===== src/rtl/stopwatch_core.sv =====
// stopwatch_core: 10 ms prescaler, centisecond/second/minute counter and start/stop/clear/lap FSM.
// Define STOPWATCH_LAP_EN to build the LAP state, the lap register and the frozen-display mux.
module stopwatch_core #(
  parameter int TICK_DIV = 500000
) (
  input  logic       clk,
  input  logic       rst_n,
  input  logic       ss,
  input  logic       clr,
  input  logic       lap,
  output logic [6:0] sms,
  output logic [6:0] s,
  output logic [6:0] m,
  output logic       running,
  output logic       lap_act,
  output logic       ovf
);

  localparam int            PW        = $clog2(TICK_DIV);
  localparam logic [PW-1:0] PRESC_MAX = PW'(TICK_DIV - 1);

`ifdef STOPWATCH_LAP_EN
  typedef enum logic [1:0] {IDLE, RUN, PAUSE, LAP} state_t;
`else
  typedef enum logic [1:0] {IDLE, RUN, PAUSE} state_t;
`endif

  state_t        state;
  logic          ss_q, clr_q;
  logic          ss_ev, clr_ev;
  logic          do_ss, do_clr;
  logic          counting, tick, wrap;
  logic [PW-1:0] presc;
  logic [6:0]    cs, sec, min;
  logic [6:0]    adv_cs, adv_sec, adv_min;

`ifdef STOPWATCH_LAP_EN
  logic          lap_q;
  logic          do_lap;
  logic [6:0]    lap_cs, lap_sec, lap_min;
`else
  logic          lap_unused;

  assign lap_unused = lap;
  assign lap_act    = 1'b0;
`endif

  // Event arbitration (clr beats ss beats lap) and the live count one tick ahead.
  always_comb begin
    ss_ev  = ss & ~ss_q;
    clr_ev = clr & ~clr_q;
    do_clr = clr_ev;
    do_ss  = ss_ev & ~clr_ev;
`ifdef STOPWATCH_LAP_EN
    do_lap   = lap & ~lap_q & ~ss_ev & ~clr_ev;
    counting = (state == RUN) || (state == LAP);
`else
    counting = (state == RUN);
`endif
    tick    = counting && (presc == PRESC_MAX);
    wrap    = 1'b0;
    adv_cs  = cs;
    adv_sec = sec;
    adv_min = min;
    if (tick) begin
      if (cs != 7'd99) begin
        adv_cs = cs + 7'd1;
      end else begin
        adv_cs = '0;
        if (sec != 7'd59) begin
          adv_sec = sec + 7'd1;
        end else begin
          adv_sec = '0;
          if (min != 7'd99) begin
            adv_min = min + 7'd1;
          end else begin
            adv_min = '0;
            wrap    = 1'b1;
          end
        end
      end
    end
  end

  // Outputs default to the advanced live count; state branches override for lap freeze and clear.
  always_ff @(posedge clk or negedge rst_n) begin
    if (!rst_n) begin
      state   <= IDLE;
      ss_q    <= 1'b0;
      clr_q   <= 1'b0;
      presc   <= '0;
      cs      <= '0;
      sec     <= '0;
      min     <= '0;
      sms     <= '0;
      s       <= '0;
      m       <= '0;
      running <= 1'b0;
      ovf     <= 1'b0;
`ifdef STOPWATCH_LAP_EN
      lap_q   <= 1'b0;
      lap_cs  <= '0;
      lap_sec <= '0;
      lap_min <= '0;
      lap_act <= 1'b0;
`endif
    end else begin
      ss_q  <= ss;
      clr_q <= clr;
`ifdef STOPWATCH_LAP_EN
      lap_q <= lap;
`endif
      if (counting) begin
        presc <= tick ? '0 : presc + PW'(1);
      end
      cs  <= adv_cs;
      sec <= adv_sec;
      min <= adv_min;
      sms <= adv_cs;
      s   <= adv_sec;
      m   <= adv_min;
      ovf <= wrap;

      case (state)
        IDLE: begin
          if (do_ss) begin
            state   <= RUN;
            running <= 1'b1;
          end
        end

        RUN: begin
          if (do_ss) begin
            state   <= PAUSE;
            running <= 1'b0;
          end
`ifdef STOPWATCH_LAP_EN
          // The lap snapshot is the pre-tick value even when a tick lands on this edge.
          else if (do_lap) begin
            state   <= LAP;
            lap_act <= 1'b1;
            lap_cs  <= cs;
            lap_sec <= sec;
            lap_min <= min;
            sms     <= cs;
            s       <= sec;
            m       <= min;
          end
`endif
        end

`ifdef STOPWATCH_LAP_EN
        LAP: begin
          if (do_ss) begin
            state   <= PAUSE;
            running <= 1'b0;
            lap_act <= 1'b0;
          end else if (do_lap) begin
            state   <= RUN;
            lap_act <= 1'b0;
          end else begin
            sms <= lap_cs;
            s   <= lap_sec;
            m   <= lap_min;
          end
        end
`endif

        PAUSE: begin
          if (do_clr) begin
            state <= IDLE;
            presc <= '0;
            cs    <= '0;
            sec   <= '0;
            min   <= '0;
            sms   <= '0;
            s     <= '0;
            m     <= '0;
          end else if (do_ss) begin
            state   <= RUN;
            running <= 1'b1;
          end
        end

        default: begin
          state   <= IDLE;
          running <= 1'b0;
        end
      endcase
    end
  end

endmodule


===== config.mk =====
export PLATFORM = sky130hd
export DESIGN_NAME = stopwatch_core
export DESIGN_NICKNAME = d
export VERILOG_FILES = /design/src/rtl/stopwatch_core.sv
export SDC_FILE = /design/constraint.sdc
export NUM_CORES = 1
export LEC_CHECK = 0
export BUFFER_PORTS_ARGS = -buffer_cell sky130_fd_sc_hd__buf_4
export CORE_MARGIN = 1.5
export CORE_UTILIZATION = 51
export DETAILED_ROUTE_END_ITERATION = 6
export PLACE_DENSITY = 0.74
export SYNTH_ARGS = -nofsm -noshare
export SYNTH_HDL_FRONTEND = slang
export SYNTH_SLANG_ARGS = --single-unit
export TNS_END_PERCENT = 1

===== constraint.sdc =====
create_clock -name clk -period 2.35 [get_ports clk]
set_input_delay 0.235 -clock clk [delete_from_list [all_inputs] [get_ports clk]]
set_output_delay 0.235 -clock clk [all_outputs]
set_load 0.03 [all_outputs]

==> impl_metrics.csv <==
group,metric,value,unit
outcome,status,"completed",
sta,finClkSkew,4.79,ps
routing,drt_iter0_drc,80,
cts,htree_levels,2,
worst_setup_path,critical_path_arrival,2480,ps
layout,utilization,65.4,%
sta,setup_viol,0,
worst_setup_path,r2r_start,"presc[11]",
worst_setup_path,cp-end-kind,"register",
worst_setup_path,reg2reg_depth,5,
synth,postSynthCellCount,246,
synth,ys_ff_latch,46,
sta,hold_viol,0,
sta,drv_slew,0,
cts,cts_num_sinks,46,
sta,worst_slew_pin_slew,686,ps
job,maxCapViolCount,0,
routing,wl_per_cell,14.0,microns
sta,clock.fmax,0.442,GHz
worst_hold_path,hold_class,"input pin to register",
synth,synth_edf_count,0,
placement,place.gp.congestion,0.843,
worst_setup_path,critPathMaxStageDelay,560,ps
routing,drtPass1Iterations,4,
global_route,grt_pass1_vias,1871,
floorplanning,core.rowCount,24,
routing,avgViaCountPerCell,5.62,
sta,min_period_over_period,96.2,%
worst_setup_path,cp_cell_sequence,"or4b_4, nor4_4, nand4_4, or4_4, a21oi_1",
synth,ys.flop_type,"dfrtp_1",
routing,drt_wl_total,4.84,mm
cts,cts_tree,"built",
placement,io_buffers,26,
global_route,grt_usage,20.6,%
worst_setup_path,cp_slowest_cell,"or4b_4",
placement,dp_slack,51.4,ps
power,powerDensity,947,nW/um^2
placement,dp_hpwl,3.36,mm
floorplanning,ios,29,
worst_hold_path,holdPathStages,1,
synth,synth_area,2370,sq um
floorplanning,die_y,71.2,microns
global_route,grt_pass1_wl,8.24,mm
layout,stdcell_count,346,
power,total_leakage_power,0.00137,uW
synth,syn_area_per_cell,9.63,sq um
worst_setup_path,critical_path_class,"register to register",
power,total_power,2730,uW
worst_setup_path,reg2reg_to,"min[6]",
sta,fin_hold_ws,41.3,ps
layout,area_growth,21.8,%
worst_setup_path,cp-start-kind,"register",
layout,antenna_cells,0,
routing,drc,0,
floorplanning,initial_utilization,53.7,%
worst_setup_path,cpLargestDelayFamily,"simple AND/OR/NAND/NOR gates",
floorplanning,die_area,5060,sq um
global_route,grt_max_degree,47,
floorplanning,die-width,71.2,microns
cts,cts-root-buf,"clkbuf_8",
synth,synthArstFlopShare,100,%
worst_setup_path,crit_required,2570,ps
cts,clk_path_buf_depth,2,
routing,vias,1946,
synth,yosysWarnings,0,
layout,final_nets,302,
worst_hold_path,hold_end,"clr_q",
worst_setup_path,crit_fanout,7,
power,vdd_drop_max,613,uV
placement,dp_cells,333,
synth,ys_seq_area_share,48.6,%
layout,drive_gt1_share,21.4,%
floorplanning,coreArea,4410,sq um
cts,clkSlewWorstSetupHoldPaths,80,ps
global_route,gr-total-overflow,0,
synth,synth_cell_types,43,
worst_setup_path,reg2reg_slack,90,ps
synth,synth_nets,255,
global_route,antenna_found_initial,0,
sta,period_minus_slack,2260,ps
routing,drtAntennaViolNets,0,
sta,relSlewSlack,54.3,%
cts,numCtsBuffers,5,
cts,clkLatencyLatePin,300,ps
sta,fin_ws,89.8,ps
worst_setup_path,crit_buf_inv,0,
worst_hold_path,min_from,"clr",
==> report_power, final <==
group | total (uW) | internal [uW] | switching (uW)
clock network | 559 | 297 | 262
registers | 1220 | 982 | 234
logic | 958 | 372 | 586
total | 2730 | 1650 | 1080
==> final cells by class <==
cell class	count	area, sq um
Clock buffer	8	110
Timing Repair Buffer	46	358
Tap cell	52	65.1
Multi-Input combinational cell	192	1190
Inverter	2	7.51
Fill cell	380	1530
Sequential cell	46	1150
==> cell families after synthesis <==
kind of cell	synth area share, %
compound gates	7.29
other cells	0.158
xor+xnor	8.13
flops	48.6
fa+ha+maj	2.11
buf+inv	1.74
simple gates	30.7
mux	1.32
==> cell usage in the layout, fill, tap and decap left out, types with 3 or more instances in the layout <==
master     n
a21oi_1   13
a31oi_1    3
and2_1     3
and3_1     7
buf_4     43
clkbuf_8   8
dfrtp_1   46
ha_1       4
nand2_1   30
nand3_1   13
nand4_1    8
nand4b_1   3
nor2_1    35
nor2b_1    5
o21ai_1    4
or3_1      6
or4_1      5
xnor2_1    6
xor2_1    16
==> layer usage <==
metal	global-route usage [%]	part of all wire [%]
met1	28.4	50
met2	31.3	45
met3	4.27	3.4
met4	9.85	0.91
met5	0	0
==> per-stage QoR <==
step	area [sq um]	setup TNS [ps]
floorplan	2370	0
global placement	2720	0
global route	2890	-31.9
finish	2890	0
detailed placement	2720	0
CTS	2840	0
==> synth_stat cells (2+ instances only) <==
cell type,n,area [sq um]
nand3_1,13,65.1
a31oi_1,3,18.8
nor2_1,35,131
nand4b_1,3,26.3
o21ai_1,4,20.0
nor4_1,2,12.5
or3_1,6,37.5
and2_1,3,18.8
nand4_1,8,50.1
dfrtp_1,46,1150
mux2i_1,2,20.0
and3_1,7,43.8
ha_1,4,50.1
and4_1,2,17.5
o31ai_1,2,15.0
xor2_1,16,140
inv_1,2,7.51
clkbuf_1,4,15.0
or4_1,6,45.0
nand2_1,30,113
xnor2_1,6,52.6
nor4_4,2,42.5
o21a_1,2,15.0
a21oi_1,13,65.1
nor2b_1,5,31.3
nor3_1,2,10.0
a311oi_1,2,17.5
==> how the worst max path moves through the flow <==
stage | start | end | cells past startpoint
5_1_grt | presc[11] | min[6] | 5
6_report | presc[11] | min[6] | 5
3_5_place_dp | presc[9] | min[6] | 5
4_1_cts | presc[9] | min[6] | 5
2_1_floorplan | presc[9] | min[5] | 6
3_3_place_gp | presc[9] | min[6] | 5
==> flip-flops by register name, summed over array words and instances, names as in the netlist <==
signal / count
presc: 19
cs: 7
min: 7
sec: 7
state: 2
clr_q: 1
ovf: 1
running: 1
ss_q: 1
==> what timing repair did <==
action | 4_1_cts | 5_1_grt
resized for setup | 0 | 3
setup endpoints to repair | 0 | 5
hold buffers | 1 | 0
endpoints found under the hold margin | 46 | 0
setup buffers | 0 | 4
No activity file was read; power rests on OpenSTA's default activity.
